===== src/rtl/mul_bus_top.sv =====
// Bus-attached subsystem: 32-word scratch RAM plus a 64x64 unsigned shift-add
// multiplier with register interface and done interrupts, behind one master.
module mul_bus_top #(
    parameter int MUL_BITS  = 64,
    parameter int RAM_DEPTH = 32
) (
    input  logic        clk,
    input  logic        reset_n,
    input  logic        M_req,
    input  logic        M_wr,
    input  logic [7:0]  M_address,
    input  logic [31:0] M_dout,
    output logic        M_grant,
    output logic [31:0] M_din,
    output logic        f_interrupt,
    output logic        m_interrupt
);

    localparam int RAM_AW    = $clog2(RAM_DEPTH);
    localparam int CNT_W     = $clog2(MUL_BITS) + 1;
    localparam int PROD_BITS = 2 * MUL_BITS;

    localparam logic [7:0] ADDR_A_LO   = 8'h40;
    localparam logic [7:0] ADDR_A_HI   = 8'h41;
    localparam logic [7:0] ADDR_B_LO   = 8'h42;
    localparam logic [7:0] ADDR_B_HI   = 8'h43;
    localparam logic [7:0] ADDR_RES0   = 8'h44;
    localparam logic [7:0] ADDR_RES1   = 8'h45;
    localparam logic [7:0] ADDR_RES2   = 8'h46;
    localparam logic [7:0] ADDR_RES3   = 8'h47;
    localparam logic [7:0] ADDR_CTRL   = 8'h48;
    localparam logic [7:0] ADDR_ABORT  = 8'h49;
    localparam logic [7:0] ADDR_INTEN  = 8'h4A;
    localparam logic [7:0] ADDR_CLRDN  = 8'h4B;

    logic                 r_grant;
    logic [31:0]          r_ram [RAM_DEPTH];
    logic [MUL_BITS-1:0]  r_opA;
    logic [MUL_BITS-1:0]  r_opB;
    logic                 r_intEn;
    logic [PROD_BITS-1:0] r_mcand;
    logic [MUL_BITS-1:0]  r_mplier;
    logic [PROD_BITS-1:0] r_acc;
    logic [CNT_W-1:0]     r_count;
    logic [PROD_BITS-1:0] r_result;
    logic                 r_busy;
    logic                 r_done;

    logic                 w_xfer;
    logic                 w_wrEn;
    logic                 w_ramSel;
    logic                 w_start;
    logic                 w_abort;
    logic                 w_clrDone;
    logic                 w_lastBit;
    logic [PROD_BITS-1:0] w_addend;
    logic [PROD_BITS-1:0] w_accNext;
    logic [31:0]          w_rdata;

    assign w_xfer    = r_grant & M_req;
    assign w_wrEn    = w_xfer & M_wr;
    assign w_ramSel  = (M_address < 8'(RAM_DEPTH));
    assign w_start   = w_wrEn && (M_address == ADDR_CTRL)  && M_dout[0];
    assign w_abort   = w_wrEn && (M_address == ADDR_ABORT) && M_dout[0];
    assign w_clrDone = w_wrEn && (M_address == ADDR_CLRDN) && M_dout[0];

    assign w_lastBit = r_busy && (r_count == CNT_W'(MUL_BITS - 1));
    assign w_addend  = r_mplier[0] ? r_mcand : '0;
    assign w_accNext = r_acc + w_addend;

    always_ff @(posedge clk) begin
        if (reset_n) begin
            r_grant <= 1'b0;
        end else begin
            r_grant <= M_req;
        end
    end

    // RAM contents survive reset; only the bus write path touches them.
    always_ff @(posedge clk) begin
        if (w_wrEn && w_ramSel) begin
            r_ram[M_address[RAM_AW-1:0]] <= M_dout;
        end
    end

    always_ff @(posedge clk) begin
        if (reset_n) begin
            r_opA   <= '0;
            r_opB   <= '0;
            r_intEn <= 1'b0;
        end else if (w_wrEn) begin
            case (M_address)
                ADDR_A_LO:  r_opA[31:0]          <= M_dout;
                ADDR_A_HI:  r_opA[MUL_BITS-1:32] <= M_dout;
                ADDR_B_LO:  r_opB[31:0]          <= M_dout;
                ADDR_B_HI:  r_opB[MUL_BITS-1:32] <= M_dout;
                ADDR_INTEN: r_intEn              <= M_dout[0];
                default: ;
            endcase
        end
    end

    // Completion is checked first so it wins over a clear or abort on the same edge.
    always_ff @(posedge clk) begin
        if (reset_n) begin
            r_mcand  <= '0;
            r_mplier <= '0;
            r_acc    <= '0;
            r_count  <= '0;
            r_result <= '0;
            r_busy   <= 1'b0;
            r_done   <= 1'b0;
        end else if (w_lastBit) begin
            r_result <= w_accNext;
            r_busy   <= 1'b0;
            r_done   <= 1'b1;
        end else if (w_abort) begin
            r_result <= '0;
            r_busy   <= 1'b0;
            r_done   <= 1'b0;
        end else if (w_start && !r_busy) begin
            r_mcand  <= {{MUL_BITS{1'b0}}, r_opA};
            r_mplier <= r_opB;
            r_acc    <= '0;
            r_count  <= '0;
            r_busy   <= 1'b1;
            r_done   <= 1'b0;
        end else begin
            if (r_busy) begin
                r_acc    <= w_accNext;
                r_mcand  <= r_mcand << 1;
                r_mplier <= r_mplier >> 1;
                r_count  <= r_count + CNT_W'(1);
            end
            if (w_clrDone) begin
                r_done <= 1'b0;
            end
        end
    end

    always_comb begin
        w_rdata = '0;
        if (w_ramSel) begin
            w_rdata = r_ram[M_address[RAM_AW-1:0]];
        end else begin
            case (M_address)
                ADDR_A_LO:  w_rdata = r_opA[31:0];
                ADDR_A_HI:  w_rdata = r_opA[MUL_BITS-1:32];
                ADDR_B_LO:  w_rdata = r_opB[31:0];
                ADDR_B_HI:  w_rdata = r_opB[MUL_BITS-1:32];
                ADDR_RES0:  w_rdata = r_result[31:0];
                ADDR_RES1:  w_rdata = r_result[63:32];
                ADDR_RES2:  w_rdata = r_result[95:64];
                ADDR_RES3:  w_rdata = r_result[127:96];
                ADDR_CTRL:  w_rdata = {30'b0, r_done, r_busy};
                ADDR_INTEN: w_rdata = {31'b0, r_intEn};
                default:    w_rdata = '0;
            endcase
        end
    end

    assign M_grant     = r_grant;
    assign M_din       = (r_grant && !M_wr) ? w_rdata : 32'h0;
    assign f_interrupt = r_done;
    assign m_interrupt = r_done & r_intEn;

endmodule


===== config.mk =====
export PLATFORM = sky130hd
export DESIGN_NAME = mul_bus_top
export DESIGN_NICKNAME = d
export VERILOG_FILES = /design/src/rtl/mul_bus_top.sv
export SDC_FILE = /design/constraint.sdc
export NUM_CORES = 2
export LEC_CHECK = 0
export CAP_MARGIN = 5
export CELL_PAD_IN_SITES_DETAIL_PLACEMENT = 1
export CELL_PAD_IN_SITES_GLOBAL_PLACEMENT = 1
export CORE_AREA = 2 2 393 395
export DETAILED_ROUTE_END_ITERATION = 8
export DIE_AREA = 0 0 395 397
export GPL_ROUTABILITY_DRIVEN = 0
export GPL_TIMING_DRIVEN = 0
export PLACE_DENSITY_LB_ADDON = 0.1
export SYNTH_ARGS = -nofsm -noshare
export SYNTH_HDL_FRONTEND = slang
export SYNTH_SLANG_ARGS = --single-unit

===== constraint.sdc =====
create_clock -name clk -period 4.5 [get_ports clk]
set_input_delay 1.125 -clock clk [delete_from_list [all_inputs] [get_ports clk]]
set_output_delay 1.125 -clock clk [all_outputs]
set_load 0.01 [all_outputs]

==> impl_results.html <==
<table>
<tr><th>Metric</th><th>Value</th></tr>
<tr><th colspan="2">Status</th></tr>
<tr><td>Status</td><td>complete, but fails checks</td></tr>
<tr><td>Violations in the final reports</td><td>setup timing</td></tr>
<tr><th colspan="2">Layout</th></tr>
<tr><td>Post-route insts no fill</td><td>8,201</td></tr>
<tr><td>Area delta synth-&gt;final</td><td>18.7%</td></tr>
<tr><td>Utilization after layout</td><td>between 50% and 60%</td></tr>
<tr><td>Proportion of layout cells with a drive suffix above 1</td><td>a little under a fifth</td></tr>
<tr><td>Final layout net count</td><td>6,187</td></tr>
<tr><th colspan="2">CTS</th></tr>
<tr><td>Register clock-pin slew on the reported worst setup and hold paths</td><td>0.06 ns</td></tr>
<tr><td>Clock sinks</td><td>1,611</td></tr>
<tr><td>Number of buffers created by CTS</td><td>169</td></tr>
<tr><td>Buffer levels on the longest clock path</td><td>3</td></tr>
<tr><td>Deepest level of the CTS H-tree</td><td>4</td></tr>
<tr><td>Clock tree from TritonCTS</td><td>done</td></tr>
<tr><td>Hold-fix buffers, CTS</td><td>0</td></tr>
<tr><td>Later-pin clock latency in the skew report</td><td>0.83 ns</td></tr>
<tr><td>Clock root cell</td><td>sky130_fd_sc_hd__clkbuf_16</td></tr>
<tr><th colspan="2">Setup path</th></tr>
<tr><td>Cells traversed along the worst timing path</td><td>clkbuf_2, clkbuf_4, clkbuf_2, mux4_2, mux2_4, nand2_4, a31oi_4, buf_2</td></tr>
<tr><td>Worst-path maximum fanout</td><td>10</td></tr>
<tr><td>R2R Path Start</td><td>r_mplier[0]</td></tr>
<tr><td>Category of the critical setup timing path</td><td>input port to output port</td></tr>
<tr><td>Cell at the slowest stage of the critical path</td><td>sky130_fd_sc_hd__clkbuf_2</td></tr>
<tr><td>Largest delay share family, worst path</td><td>buffers and inverters</td></tr>
<tr><td>Arrival time at the worst endpoint</td><td>roughly 3.7 ns</td></tr>
<tr><td>Required time at the endpoint of the critical path</td><td>between 3 and 4 ns</td></tr>
<tr><td>FF-to-FF path depth</td><td>16</td></tr>
<tr><td>Buffering stage count on the worst path with inverters included</td><td>4</td></tr>
<tr><td>Type of element launching the critical path</td><td>input port</td></tr>
<tr><td>FF-to-FF End</td><td>r_result[121]</td></tr>
<tr><td>Critical Path Max Stage Delay</td><td>roughly 0.45 ns</td></tr>
<tr><td>Flop-to-flop setup slack</td><td>-0.02 ns</td></tr>
<tr><td>Nature of the critical path endpoint</td><td>output port</td></tr>
<tr><td>Most numerous cell on the critical path</td><td>sky130_fd_sc_hd__clkbuf_2</td></tr>
<tr><th colspan="2">Synthesis</th></tr>
<tr><td>Synthesized area divided by synthesized cell count</td><td>12.6 sq um</td></tr>
<tr><td>Ranking of synthesized cells by instance count</td><td>sky130_fd_sc_hd__edfxtp_1, sky130_fd_sc_hd__nand2_1, sky130_fd_sc_hd__dfxtp_1, sky130_fd_sc_hd__nor2_1, sky130_fd_sc_hd__a21oi_1</td></tr>
<tr><td>Simple-gate share of the synthesized area</td><td>9.34%</td></tr>
<tr><td>Adder-Cell Fraction of Synth Area</td><td>2.28%</td></tr>
<tr><td>Cell type with the largest total area after synthesis</td><td>sky130_fd_sc_hd__edfxtp_1</td></tr>
<tr><td>Xor-xnor portion of the synthesized cell area</td><td>1.57%</td></tr>
<tr><td>Mux contribution to synthesized area</td><td>10.7%</td></tr>
<tr><td>Unique masters post-synth</td><td>83</td></tr>
<tr><td>Fraction of post-synthesis cell area in the top cell type by area</td><td>around 43%</td></tr>
<tr><td>Synthesized Nets</td><td>5,844</td></tr>
<tr><td>Synthesized-area fraction occupied by ao, oa, aoi and oai cells</td><td>13.9%</td></tr>
<tr><td>Mapped Area</td><td>around 70,000 sq um</td></tr>
<tr><td>Flip-flop and latch count after synthesis</td><td>1,611</td></tr>
<tr><td>Combinational family with the most area after synthesis</td><td>compound AO/OA/AOI/OAI gates</td></tr>
<tr><td>Synth top area cells</td><td>sky130_fd_sc_hd__edfxtp_1, sky130_fd_sc_hd__dfxtp_1, sky130_fd_sc_hd__mux4_2</td></tr>
<tr><td>Number of enable-type register cells in the synthesized netlist</td><td>1,024</td></tr>
<tr><td>Syn. warnings</td><td>0</td></tr>
<tr><td>Asr flop ratio synth</td><td>0%</td></tr>
<tr><td>Cell count after synthesis</td><td>roughly 5,700</td></tr>
<tr><td>Most frequent cell after synthesis</td><td>sky130_fd_sc_hd__edfxtp_1</td></tr>
<tr><td>Sequential cell area fraction in the yosys report</td><td>59.7%</td></tr>
<tr><td>Most used DFF post-synth</td><td>sky130_fd_sc_hd__edfxtp_1</td></tr>
<tr><th colspan="2">Die</th></tr>
<tr><td>DIE AREA</td><td>157,000 sq um</td></tr>
<tr><td>Core region area</td><td>153,000 sq um</td></tr>
<tr><td>Die height</td><td>397 um</td></tr>
<tr><td>Initial Utilization</td><td>46.5%</td></tr>
<tr><td>Width of the chip</td><td>approximately 400 um</td></tr>
<tr><td>Floorplan row count</td><td>144</td></tr>
<tr><td>Top-Level Pins</td><td>79</td></tr>
<tr><th colspan="2">STA</th></tr>
<tr><td>Number of max-slew violations in the final report</td><td>0</td></tr>
<tr><td>Setup repair after global routing missed its margin</td><td>true</td></tr>
<tr><td>Min Tclk post-route</td><td>4.77 ns</td></tr>
<tr><td>Pin slew with the least headroom to its limit</td><td>1.36 ns</td></tr>
<tr><td>Max transition margin</td><td>about a tenth</td></tr>
<tr><td>Final setup violation count</td><td>33</td></tr>
<tr><td>Min setup slack post-route</td><td>-0.274 ns</td></tr>
<tr><td>Final Cycle Share</td><td>106%</td></tr>
<tr><td>Final hold vios</td><td>0</td></tr>
<tr><td>Post-route clock skew</td><td>0.0620 ns</td></tr>
<tr><td>Highest clock frequency the design can meet</td><td>209 MHz</td></tr>
<tr><th colspan="2">Placed design</th></tr>
<tr><td>Post-DP HPWL</td><td>188 mm</td></tr>
<tr><td>Placed Cells</td><td>between 7,000 and 8,000</td></tr>
<tr><td>Dpl ws</td><td>-2.77 ns</td></tr>
<tr><td># port buffers</td><td>72</td></tr>
<tr><th colspan="2">Global route</th></tr>
<tr><td>Overall routing resource usage</td><td>33.9%</td></tr>
<tr><td>Global-route wire length before repair</td><td>slightly below 400 mm</td></tr>
<tr><td>Leftover overflow at the end of global routing</td><td>0</td></tr>
<tr><td>Antenna violations before repair</td><td>18</td></tr>
<tr><td>Pin count of the biggest net entering global routing</td><td>37</td></tr>
<tr><td>Via count of the first global-routing pass</td><td>about 53,000</td></tr>
<tr><th colspan="2">Route</th></tr>
<tr><td>Number of design-rule violations left by the first detailed-router iteration</td><td>6,513</td></tr>
<tr><td>Via/cell ratio</td><td>6.53</td></tr>
<tr><td>Post-Route WL</td><td>around 270 mm</td></tr>
<tr><td>Via total after detailed routing</td><td>around 54,000</td></tr>
<tr><td>First-pass iteration count of the detailed router</td><td>8</td></tr>
<tr><td>Routed length per instance</td><td>32.9 um</td></tr>
<tr><td>Post-route DRC violation count</td><td>0</td></tr>
<tr><td>Count of nets left with antenna violations after detail routing</td><td>0</td></tr>
<tr><th colspan="2">Pwr</th></tr>
<tr><td>Switching power of the nets</td><td>0.00715 W</td></tr>
<tr><td>Switching part of the total</td><td>22.7%</td></tr>
<tr><td>Relative contribution of the clock network to total power</td><td>a little under half</td></tr>
<tr><td>Register share of total power</td><td>about 50%</td></tr>
<tr><td>Proportion of power drawn by combinational gates</td><td>4.5%</td></tr>
<tr><td>Peak ir drop on the vdd network</td><td>roughly 350 uV</td></tr>
<tr><td>Post-route total power</td><td>roughly 0.031 W</td></tr>
<tr><td>Internal power consumption</td><td>roughly 0.024 W</td></tr>
<tr><td>Power per cell area</td><td>approximately 370 nW/um^2</td></tr>
<tr><td>Leakage dissipation</td><td>~28 nW</td></tr>
<tr><th colspan="2">Worst hold path</th></tr>
<tr><td>Hold wc startpoint</td><td>r_acc[127]</td></tr>
<tr><td>Hold Crit Endpoint</td><td>r_acc[127]</td></tr>
<tr><td>Worst min-delay path category</td><td>register to register</td></tr>
<tr><td>Hold depth</td><td>2</td></tr>
<tr><th colspan="2">Job</th></tr>
<tr><td>Max-Cap Viols</td><td>0</td></tr>
</table>
## worst reg2reg max path, stage by stage, from the launching register on
cell                       delay, ns
sky130_fd_sc_hd__dfxtp_4        0.41
sky130_fd_sc_hd__buf_12         0.18
sky130_fd_sc_hd__clkbuf_4       0.28
sky130_fd_sc_hd__nand2_1        0.14
sky130_fd_sc_hd__inv_1          0.08
sky130_fd_sc_hd__ha_1           0.25
sky130_fd_sc_hd__a211oi_2       0.35
sky130_fd_sc_hd__o31ai_4        0.16
sky130_fd_sc_hd__a211oi_2       0.40
sky130_fd_sc_hd__o211ai_4       0.17
sky130_fd_sc_hd__a21oi_4        0.35
sky130_fd_sc_hd__o32ai_4        0.20
sky130_fd_sc_hd__or4_4          0.50
sky130_fd_sc_hd__nand3b_2       0.13
sky130_fd_sc_hd__mux2i_1        0.08
sky130_fd_sc_hd__or3_1          0.49
sky130_fd_sc_hd__a22o_1         0.24
## cells by family (layout without fill, tap and decap cells)
kind of cell	Yosys count	in the layout
compound gates	1445	1445
xor+xnor	128	128
fa+ha+maj	129	129
buf+inv	455	935
flops	1611	1611
mux	358	358
other cells	0	6
simple gates	1545	1545
## timing repair
item,CTS,global route
cloned,11,7
setup buffers,47,16
endpoints found under the setup margin,593,163
gates resized for setup,712,88
pin swaps,41,24
## through the flow
stage	TNS, ns	hold slack (ns)	area, sq um
2_1_floorplan	0	0.425	71200
3_3_place_gp	-3419.33	0.457	74500
3_5_place_dp	-1068.30	0.471	75500
4_1_cts	-6.01	0.479	84100
5_1_grt	-6.89	0.501	84500
6_report	-7.00	0.481	84500
## layer usage
layer / vias up / track usage [%] / routed length [um]
met1: 27600 / 47.4 / 112000
met3: 627 / 9.56 / 28800
met5: - / 0 / 356
met2: 2884 / 50.2 / 117000
met4: 20 / 12.8 / 11600
li1: 22400 / - / -
## registers in the layout, indices dropped and copies added (netlist names)
name         cells
M_grant          1
f_interrupt      1
r_acc          128
r_busy           1
r_count          7
r_intEn          1
r_mcand        128
r_mplier        64
r_opA           64
r_opB           64
r_ram         1024
r_result       128
## layout make-up
cell class	count	area [sq um]
multi-input combinational	3605	28700
antenna	6	15.0
inverter	41	154
fill	15200	68400
timing repair buffer	189	2350
tap	2044	2560
clock buffer	228	4720
sequential	1611	42500
buffer	397	2560
clock inverter	80	933
## cells in the final DEF (no fill, tap or decap), types with 32 or more instances in the layout
master,synthesis,routed
sky130_fd_sc_hd__xnor2_1,80,72
sky130_fd_sc_hd__a22o_1,205,202
sky130_fd_sc_hd__inv_1,40,40
sky130_fd_sc_hd__a21o_1,68,67
sky130_fd_sc_hd__mux2_4,0,32
sky130_fd_sc_hd__buf_4,0,55
sky130_fd_sc_hd__nand4_1,72,72
sky130_fd_sc_hd__a221oi_1,189,178
sky130_fd_sc_hd__buf_2,28,71
sky130_fd_sc_hd__xor2_1,48,45
sky130_fd_sc_hd__o21bai_1,41,40
sky130_fd_sc_hd__clkbuf_2,1,33
sky130_fd_sc_hd__edfxtp_1,1024,1024
sky130_fd_sc_hd__buf_12,0,35
sky130_fd_sc_hd__a31oi_4,1,34
sky130_fd_sc_hd__clkbuf_1,342,272
sky130_fd_sc_hd__clkbuf_8,0,50
sky130_fd_sc_hd__ha_1,128,128
sky130_fd_sc_hd__dfxtp_1,587,586
sky130_fd_sc_hd__a21oi_1,469,455
sky130_fd_sc_hd__nor2_4,0,38
sky130_fd_sc_hd__nor2_1,476,432
sky130_fd_sc_hd__clkbuf_16,0,190
sky130_fd_sc_hd__nand2_1,716,681
sky130_fd_sc_hd__and2_1,134,134
sky130_fd_sc_hd__mux4_2,320,320
sky130_fd_sc_hd__a22oi_1,168,168
sky130_fd_sc_hd__o21ai_0,121,114
## power by group through the flow
stage          logic [W]  clock network (W)  registers [W]
3_3_place_gp     0.00111                  0         0.0160
6_report         0.00143             0.0143         0.0157
2_1_floorplan   0.000573                  0         0.0160
3_5_place_dp     0.00115                  0         0.0160
4_1_cts          0.00137             0.0143         0.0157
5_1_grt          0.00147             0.0150         0.0157
## how the worst max path moves through the flow
stage	from	end	slack (ns)	cells after the start
after global routing	M_address[0]	M_din[15]	-0.26	10
after detailed placement	M_address[4]	M_din[24]	-2.77	9
after global placement	M_address[4]	M_din[24]	-3.60	9
final	M_address[3]	M_din[18]	-0.27	8
after floorplan	M_address[2]	M_din[10]	0.03	7
after CTS	M_address[0]	M_din[19]	-0.26	9
No activity file was read; power rests on OpenSTA's default activity.
